$ cat src/rtl/regfile_write_arbiter.sv
// regfile_write_arbiter
// Shares the register unit's single write port between the core writeback
// path (priority, no backpressure) and a buffered long-latency return path
// (valid/ready into a small FIFO). A clear sequencer zeroes x1..x31.
//
// Ports:
//   clk, reset            clock (rising edge), asynchronous active-low reset
//   wb_en/wb_rd/wb_data   core writeback request, zero added latency
//   lr_valid/lr_ready     return-path handshake, lr_rd/lr_data payload
//   clr_req/clr_busy      start clear (pulse) / clear in progress
//   wb_drop               sticky: core writeback dropped during a clear
//   lr_count              FIFO occupancy (0..FIFO_DEPTH)
//   RUWr/rd/datawr        register unit write port
module regfile_write_arbiter #(
    parameter int DATA_W     = 32,
    parameter int ADDR_W     = 5,
    parameter int FIFO_DEPTH = 2
) (
    input  logic                          clk,
    input  logic                          reset,
    input  logic                          wb_en,
    input  logic [ADDR_W-1:0]             wb_rd,
    input  logic [DATA_W-1:0]             wb_data,
    input  logic                          lr_valid,
    output logic                          lr_ready,
    input  logic [ADDR_W-1:0]             lr_rd,
    input  logic [DATA_W-1:0]             lr_data,
    input  logic                          clr_req,
    output logic                          clr_busy,
    output logic                          wb_drop,
    output logic [$clog2(FIFO_DEPTH):0]   lr_count,
    output logic                          RUWr,
    output logic [ADDR_W-1:0]             rd,
    output logic [DATA_W-1:0]             datawr
);

    localparam int PTR_W = $clog2(FIFO_DEPTH);
    localparam int CNT_W = PTR_W + 1;
    // Highest register index; the clear walks 1..LAST_IDX.
    localparam logic [ADDR_W-1:0] LAST_IDX  = {ADDR_W{1'b1}};
    localparam logic [ADDR_W-1:0] FIRST_IDX = {{(ADDR_W-1){1'b0}}, 1'b1};
    localparam logic [CNT_W-1:0]  DEPTH_C   = CNT_W'(FIFO_DEPTH);

    typedef enum logic [0:0] {
        ST_IDLE  = 1'b0,
        ST_CLEAR = 1'b1
    } state_t;

    state_t              state_r, state_nx_s;
    logic [ADDR_W-1:0]   clr_idx_r, clr_idx_nx_s;
    logic                wb_drop_r, wb_drop_nx_s;
    logic [PTR_W-1:0]    wr_ptr_r, rd_ptr_r;
    logic [CNT_W-1:0]    count_r;
    logic [ADDR_W-1:0]   fifo_rd_r   [FIFO_DEPTH];
    logic [DATA_W-1:0]   fifo_data_r [FIFO_DEPTH];

    logic                wb_hit_s;
    logic                flush_s;
    logic                pop_s;
    logic                push_s;
    logic                lr_ready_s;
    logic                ruwr_s;
    logic [ADDR_W-1:0]   rd_s;
    logic [DATA_W-1:0]   datawr_s;

    // A writeback to x0 is treated as no request at all.
    assign wb_hit_s   = wb_en && (wb_rd != {ADDR_W{1'b0}});
    // Ready depends only on registered state, never on lr_valid or wb_en.
    assign lr_ready_s = (state_r == ST_IDLE) && (count_r < DEPTH_C);
    assign push_s     = lr_valid && lr_ready_s;

    // Next-state logic for the IDLE/CLEAR sequencer and the sticky drop flag.
    always_comb begin
        state_nx_s   = state_r;
        clr_idx_nx_s = clr_idx_r;
        wb_drop_nx_s = wb_drop_r;
        flush_s      = 1'b0;
        case (state_r)
            ST_IDLE: begin
                if (clr_req) begin
                    state_nx_s   = ST_CLEAR;
                    clr_idx_nx_s = FIRST_IDX;
                    wb_drop_nx_s = 1'b0;
                    flush_s      = 1'b1;
                end else begin
                    state_nx_s   = ST_IDLE;
                end
            end
            ST_CLEAR: begin
                if (wb_hit_s) begin
                    wb_drop_nx_s = 1'b1;
                end else begin
                    wb_drop_nx_s = wb_drop_r;
                end
                if (clr_idx_r == LAST_IDX) begin
                    state_nx_s   = ST_IDLE;
                    clr_idx_nx_s = FIRST_IDX;
                end else begin
                    clr_idx_nx_s = clr_idx_r + FIRST_IDX;
                end
            end
            default: begin
                state_nx_s   = ST_IDLE;
                clr_idx_nx_s = FIRST_IDX;
                flush_s      = 1'b1;
            end
        endcase
    end

    // Write-port arbitration: core writeback, else FIFO head, else idle; clear overrides.
    always_comb begin
        ruwr_s   = 1'b0;
        rd_s     = {ADDR_W{1'b0}};
        datawr_s = {DATA_W{1'b0}};
        pop_s    = 1'b0;
        case (state_r)
            ST_IDLE: begin
                if (wb_hit_s) begin
                    ruwr_s   = 1'b1;
                    rd_s     = wb_rd;
                    datawr_s = wb_data;
                end else if (count_r != {CNT_W{1'b0}}) begin
                    // Entries addressed to x0 are popped but never written.
                    pop_s    = 1'b1;
                    ruwr_s   = (fifo_rd_r[rd_ptr_r] != {ADDR_W{1'b0}});
                    rd_s     = fifo_rd_r[rd_ptr_r];
                    datawr_s = fifo_data_r[rd_ptr_r];
                end else begin
                    ruwr_s   = 1'b0;
                end
            end
            ST_CLEAR: begin
                ruwr_s   = 1'b1;
                rd_s     = clr_idx_r;
                datawr_s = {DATA_W{1'b0}};
            end
            default: begin
                ruwr_s   = 1'b0;
            end
        endcase
    end

    // Sequencer state, clear index and sticky drop flag.
    always_ff @(posedge clk or negedge reset) begin
        if (!reset) begin
            state_r   <= ST_IDLE;
            clr_idx_r <= FIRST_IDX;
            wb_drop_r <= 1'b0;
        end else begin
            state_r   <= state_nx_s;
            clr_idx_r <= clr_idx_nx_s;
            wb_drop_r <= wb_drop_nx_s;
        end
    end

    // FIFO pointers and occupancy; a flush on entering CLEAR wins over push/pop.
    always_ff @(posedge clk or negedge reset) begin
        if (!reset) begin
            wr_ptr_r <= {PTR_W{1'b0}};
            rd_ptr_r <= {PTR_W{1'b0}};
            count_r  <= {CNT_W{1'b0}};
        end else if (flush_s) begin
            wr_ptr_r <= {PTR_W{1'b0}};
            rd_ptr_r <= {PTR_W{1'b0}};
            count_r  <= {CNT_W{1'b0}};
        end else begin
            if (push_s) begin
                wr_ptr_r <= wr_ptr_r + PTR_W'(1);
            end else begin
                wr_ptr_r <= wr_ptr_r;
            end
            if (pop_s) begin
                rd_ptr_r <= rd_ptr_r + PTR_W'(1);
            end else begin
                rd_ptr_r <= rd_ptr_r;
            end
            case ({push_s, pop_s})
                2'b10:   count_r <= count_r + CNT_W'(1);
                2'b01:   count_r <= count_r - CNT_W'(1);
                default: count_r <= count_r;
            endcase
        end
    end

    // FIFO storage; pointers wrap naturally because the depth is a power of two.
    always_ff @(posedge clk or negedge reset) begin
        if (!reset) begin
            for (int i = 0; i < FIFO_DEPTH; i++) begin
                fifo_rd_r[i]   <= {ADDR_W{1'b0}};
                fifo_data_r[i] <= {DATA_W{1'b0}};
            end
        end else if (push_s && !flush_s) begin
            fifo_rd_r[wr_ptr_r]   <= lr_rd;
            fifo_data_r[wr_ptr_r] <= lr_data;
        end else begin
            for (int i = 0; i < FIFO_DEPTH; i++) begin
                fifo_rd_r[i]   <= fifo_rd_r[i];
                fifo_data_r[i] <= fifo_data_r[i];
            end
        end
    end

    // The write port is combinational, so it is forced quiet while reset is held.
    assign RUWr     = reset && ruwr_s;
    assign rd       = reset ? rd_s : {ADDR_W{1'b0}};
    assign datawr   = reset ? datawr_s : {DATA_W{1'b0}};
    assign lr_ready = reset && lr_ready_s;
    assign clr_busy = reset && (state_r == ST_CLEAR);
    assign wb_drop  = wb_drop_r;
    assign lr_count = count_r;

endmodule

$ cat config.mk
export PLATFORM = sky130hd
export DESIGN_NAME = regfile_write_arbiter
export DESIGN_NICKNAME = d
export VERILOG_FILES = /design/src/rtl/regfile_write_arbiter.sv
export SDC_FILE = /design/constraint.sdc
export NUM_CORES = 1
export LEC_CHECK = 0
export CORE_UTILIZATION = 30
export DETAILED_ROUTE_END_ITERATION = 10
export PLACE_DENSITY = 0.51
export SLEW_MARGIN = 20
export SYNTH_ARGS = -nofsm -noshare
export SYNTH_HDL_FRONTEND = slang
export SYNTH_SLANG_ARGS = --single-unit
$ cat constraint.sdc
create_clock -name clk -period 4.6 [get_ports clk]
set_input_delay 0.46 -clock clk [delete_from_list [all_inputs] [get_ports clk]]
set_output_delay 0.46 -clock clk [all_outputs]
set_load 0.02 [all_outputs]
==> flow_summary.yaml, run 1 <==
logic_synthesis:
  ys_ff_latch: 85
  synthesis.area_sq_um: 4480
  yosys.area_share.simple_pct: 13.2
  synth_edf_count: 0
  synth_xor_area_share_pct: 0.391
  async_flop_share_pct: 100
  syn_nets: 487
  synth_top_family_by_area: "multiplexers"
  synth-compound-area-share_pct: 7.95
  syn_inst: 406
  postSynthAreaPerCell_sq_um: 11.0
  synth_ff_type: "dfrtp_1"
  synth-seq-area-share_pct: 47.5
  ys_types: 41
  yosys_warnings: 0
  synthAdderAreaFrac_pct: 0.558
  synthMuxAreaShare_pct: 26.8
grt:
  grt_pass1_vias: 3664
  grt_pass1_wl_mm: 18.8
  overflow: 0
  grt_max_degree: 70
  antenna_found_initial: 0
  track_usage_pct: 15.4
clock_network:
  cts_tree: "done"
  clk_path_buf_depth: 2
  cts.sinks: 85
  htreeDepth: 3
  ctsRootBufferMaster: "clkbuf_16"
  holdBufCountCts: 0
  clock_latency_ps: 340
  cts_buffers: 9
  post_cts_resized: 0
  cts.reportedPaths.clkPinSlew_ps: 60
  post_cts_buffers: 0
floorplan:
  die_w_um: 124
  pin_count: 122
  die_h_um: 124
  dieArea_sq_um: 15400
  coreArea_sq_um: 14500
  initial_utilization_pct: 30.8
  row_count: 44
route:
  routedWlPerCell_um: 16.7
  via_per_inst: 4.94
  drtPass1Iterations: 4
  finalWirelength_mm: 11.7
  remaining_drc_errors: 0
  antenna_left: 0
  vias: 3479
  drt_iter0_drc: 113
timing:
  setup_viol: 0
  maxSlewViolCount: 0
  fin_crit_ps: 3660
  finalSetupTns_ps: 0
  worst_slew_pin_slew_ps: 825
  clock.fmax_mhz: 273
  finalCritPeriodShare_pct: 79.6
  hold_viol: 0
  fin_hold_ws_ps: 79.8
  rsz0062_at_grt: "false"
  fin_skew_ps: 6.13
  relSlewSlack_pct: 45.0
worst_setup_path:
  max_stage_delay_ps: 620
  crit_path_start_kind: "primary input"
  critPathBufInv: 2
  cp_data_required_time_ps: 4140
  r2r-start: "state_r"
  end_kind: "output port"
  slowest_stage: "clkdlybuf4s50_1"
  path_delay_family: "buffers and inverters"
  crit_start: "wb_rd[4]"
  criticalPathCategory: "in2out"
  path_max_fanout: 69
  cp_cell_sequence: "clkdlybuf4s50_1 > or3_4 > o31a_4 > or3_1 > o21ai_1 > clkdlybuf4s50_1"
  crit_top_cell: "clkdlybuf4s50_1"
  cp.arrival_ps: 3200
power:
  p_per_area_nw_per_um2: 363
  irDropWorstVdd_mv: 0.170
  total_power_mw: 2.22
  p_leak_nw: 2.85
placement:
  dp_hpwl_mm: 7.65
  placed_cell_area_sq_um: 5830
  numPortBuffers: 121
  gp_congestion: 0.770
run:
  max-cap-violations: 0
outcome:
  status: "completed"
hold_path:
  hold_path.class: "in2async"
final_layout:
  drive_gt1_share_pct: 18.3
  final_area_sq_um: 6120
  num-nets-final: 596
  syn_to_final_growth_pct: 36.6
  diodes: 0
## sequential cells by signal (all words and copies together), names as in the netlist
name	cells
lr_count	2
fifo_rd_r	10
state_r	1
wr_ptr_r	1
fifo_data_r	64
rd_ptr_r	1
wb_drop	1
clr_idx_r	5
## power breakdown
group | internal, mW | switching [mW] | total (mW)
registers | 0.826 | 0.124 | 0.950
clock network | 0.393 | 0.288 | 0.680
logic | 0.329 | 0.266 | 0.595
## worst reg2reg max path: cells and delay by family, from the launching register on
kind,cells,cell delay [ps]
muxes,1,360
DFF,1,680
buffers and inverters,1,420
and+or+nand+nor,2,880
## cells in the mapped netlist, types with 3 or more instances
cell type	count	share of area (%)
clkbuf_1	18	1.5
mux2i_1	37	8.3
buf_6	4	1.0
dfrtp_1	84	47
mux2_2	62	16
a21oi_1	35	3.9
o21ai_0	9	1.0
a22o_1	4	0.78
nand2_1	51	4.3
or3_1	34	4.7
o21ai_1	5	0.56
buf_2	7	0.78
nor2b_1	3	0.42
nor2_1	4	0.33
mux2_1	12	3.0
nand3_1	3	0.33
nor3_1	6	0.67
## worst paths after layout
| path | slack (ps) | endpoint | cells past startpoint |
|---|---|---|---|
| max | 940 | rd[3] | 6 |
| min | 80 | fifo_data_r[5] | 1 |
| max reg2reg | 2140 | fifo_data_r[11] | 4 |
| min reg2reg | 490 | fifo_data_r[36] | 1 |
| max in group asynchronous | 3410 | rd_ptr_r | 2 |
| min in group clk | 490 | fifo_data_r[36] | 1 |
## per-stage QoR
stage                     setup slack, ps  std cells  utilization (%)
final                                 937        704             42.1
after global routing                  821        704             42.1
after CTS                             925        703             42.0
after detailed placement              928        687             40.1
after global placement                973        687             40.1
after floorplan                      2110        406                -
## final cells by class
type                            count  area (sq um)
Clock buffer                       12           256
Clock inverter                      4          22.5
Fill cell                        1448          8410
Inverter                            2          7.51
Multi-Input combinational cell    289          2200
Sequential cell                    85          2130
Tap cell                          184           230
Timing Repair Buffer              128          1280
## layer usage
layer	vias to the layer above	routed length (um)	global-route usage, %
li1	1664	-	-
met1	1731	5260	18.6
met2	75	5780	26.5
met3	9	563	4.91
met4	0	126	3.83
met5	-	0	0
## cell usage in the layout (no fill, tap or decap), types with 4 or more instances in the layout
| cell type | count |
|---|---|
| a21oi_1 | 35 |
| a22o_1 | 4 |
| buf_4 | 6 |
| clkbuf_16 | 9 |
| clkdlybuf4s50_1 | 120 |
| dfrtp_1 | 83 |
| mux2_1 | 12 |
| mux2_2 | 62 |
| mux2i_1 | 37 |
| nand2_1 | 51 |
| nor3_1 | 6 |
| o21ai_0 | 9 |
| o21ai_1 | 5 |
| or3_1 | 34 |
## logic make-up after synthesis
| logic type | after synthesis |
|---|---|
| and+or+nand+nor | 113 |
| muxes | 111 |
| DFF | 85 |
| AOI/OAI and AO/OA | 61 |
| buffers and inverters | 32 |
| xor gates and xnor gates | 2 |
| adders and majority gates | 2 |
Power figures use the tool's default switching activity.
==> run 2, diff against run 1 <==
- clock period: 4.6 -> 3.4 ns (I/O delays scaled with it)
==> run 2 against run 1 <==
  * Via count down 0.60%
  * Core utilization is 0.87 points higher
  * Routed wire length shrank 1.1%
  * Total power grew 42%
  * Critical endpoint is now datawr[25]
  * First-iteration DRC count is 13% higher
  * Global-route usage grew 0.45 points
  * Highest routed layer unchanged
  * Non-clock buffer count grew 8
  * Count of clock-buffer cells in the layout did not move
  * Design area rose by 2.1%
  * Sequential share of layout area decreased by 0.70 points
  * Largest cell class unchanged
==> flow_summary.yaml, run 2 (synthesis gave the netlist of run 1 again) <==
outcome:
  status: "completed"
route:
  drt_iter0_drc: 128
  wl_met3_um: 588
  antenna_left: 0
  finalWirelength_mm: 11.6
  dr_wl_met2_mm: 5.86
  vias: 3458
  met1Wirelength_mm: 4.99
  via_per_inst: 4.86
  routedWlPerCell_um: 16.3
  drtPass1Iterations: 4
  remaining_drc_errors: 0
  topRoutingLayerUsed: "met4"
timing:
  rsz0062_at_grt: "false"
  maxSlewViolCount: 0
  setup_viol: 0
  clock.fmax_mhz: 304
  hold_viol: 0
  relSlewSlack_pct: 54.1
  fin_skew_ps: 4.37
  worst_slew_pin_slew_ps: 688
  fin_hold_ws_ps: 66.9
  finalSetupTns_ps: 0
  finalCritPeriodShare_pct: 96.8
  fin_crit_ps: 3290
final_layout:
  num-nets-final: 604
  final_core_util_pct: 43.0
  largestRegisters: "fifo_data_r (64), fifo_rd_r (10), clr_idx_r (5)"
  final_cell_mix: "clkdlybuf4s50_1, dfrtp_1, mux2_2, nand2_1, mux2i_1"
  fin_cells: 712
  nFillCells: 1430
  syn_to_final_growth_pct: 39.4
  drive_gt1_share_pct: 19.5
  largest-register: "fifo_data_r"
  diodes: 0
  final_common_cell: "clkdlybuf4s50_1"
  largest_reg_flops: 64
floorplan:
  initial_utilization_pct: 30.8
  dieArea_sq_um: 15400
  row_count: 44
  coreArea_sq_um: 14500
  pin_count: 122
  die_w_um: 124
  die_h_um: 124
placement:
  dp_hpwl_mm: 7.94
  dp.cells: 696
  numPortBuffers: 121
  gp_congestion: 0.751
run:
  max-cap-violations: 0
power:
  switching_share_pct: 28.6
  power_frac_comb_pct: 27.9
  p_seq_share_pct: 38.7
  p_per_area_nw_per_um2: 507
  clkPwrFrac_pct: 33.4
  switchingPower_mw: 0.906
  p_leak_nw: 3.00
  irDropWorstVdd_mv: 0.321
  p_int_mw: 2.26
worst_setup_path:
  crit_path_start_kind: "primary input"
  cp.arrival_ps: 2950
  path_max_fanout: 21
  criticalPathCategory: "in2out"
  end_kind: "output port"
  cp_data_required_time_ps: 3060
clock_network:
  cts.reportedPaths.clkPinSlew_ps: 60
  ctsRootBufferMaster: "clkbuf_16"
  cts_buffers: 9
  clock_latency_ps: 340
  htreeDepth: 3
  holdBufCountCts: 0
  clk_path_buf_depth: 2
  cts_tree: "done"
  cts.sinks: 85
grt:
  grt_pass1_wl_mm: 19.0
  overflow: 0
  grt_max_degree: 56
  antenna_found_initial: 0
  grt_pass1_vias: 3553
  track_usage_pct: 15.9
hold_path:
  hold_path.class: "in2async"
-- run 2: cell count changes in the layout (fill, tap and decap cells not counted), sizes merged --
cell,before,now
clkinv,3,2
dlymetal6s2s,0,4
buf,8,16
clkinvlp,1,0
clkdlybuf4s50,120,116
bufinv,0,2
-- run 2: layout make-up --
cell class | count | area [sq um] | area share, %
Clock buffer | 12 | 256 | 4.10
Timing Repair Buffer | 136 | 1360 | 21.7
Tap cell | 184 | 230 | 3.68
Multi-Input combinational cell | 289 | 2200 | 35.2
Inverter | 2 | 7.51 | 0.120
Sequential cell | 85 | 2130 | 34.1
Clock inverter | 4 | 70.1 | 1.12
-- run 2: path summary, 6_finish.rpt --
path                                      start               to  slack, ps  cells past startpoint
worst max register to register          state_r   fifo_data_r[7]       1290                      5
max in group asynchronous                 reset         rd_ptr_r       2220                      3
worst min register to register  fifo_data_r[37]  fifo_data_r[37]        490                      1
worst max-delay path                   wb_rd[4]       datawr[25]        110                      7
worst min-delay path                      reset      lr_count[1]         70                      2
min in group clk                fifo_data_r[37]  fifo_data_r[37]        490                      1
-- run 2: critical path, stage by stage --
cell,delay [ps]
clkdlybuf4s50_1,420
or3_4,410
o31a_4,410
buf_4,220
or3_1,370
a21oi_1,160
clkdlybuf4s50_1,620
-- run 2: repair_timing --
item / 4_1_cts / 5_1_grt
resized for setup: 0 / 4
setup buffers: 0 / 0
endpoints found under the setup margin: 0 / 4
-- run 2: per-layer routing --
metal | vias to the layer above | GRT usage [%]
li1 | 1684 | -
met1 | 1690 | 19.5
met2 | 75 | 26.6
met3 | 9 | 4.44
met4 | 0 | 5.53
met5 | - | 0
-- run 2: metrics by stage --
step / power [mW] / worst slack (ps) / area (sq um)
final: 3.17 / 108 / 6250
after floorplan: 1.80 / 1150 / 4480
after global routing: 3.35 / 2.15 / 6250
after global placement: 2.13 / 83.2 / 5910
after detailed placement: 2.14 / 77.2 / 5910
after CTS: 3.23 / 67.5 / 6240
-- run 2: power groups by stage --
| stage | Clock [mW] | Sequential (mW) | Combinational [mW] |
|---|---|---|---|
| floorplan | 0 | 1.20 | 0.592 |
| global placement | 0 | 1.24 | 0.891 |
| detailed placement | 0 | 1.25 | 0.893 |
| CTS | 1.10 | 1.23 | 0.898 |
| global route | 1.13 | 1.25 | 0.973 |
| finish | 1.06 | 1.23 | 0.883 |
==> run 3, diff against run 2 <==
- SLEW_MARGIN: 20 -> default
==> results of run 3 <==
Final layout, timing and power as in run 2 (identical DEF).
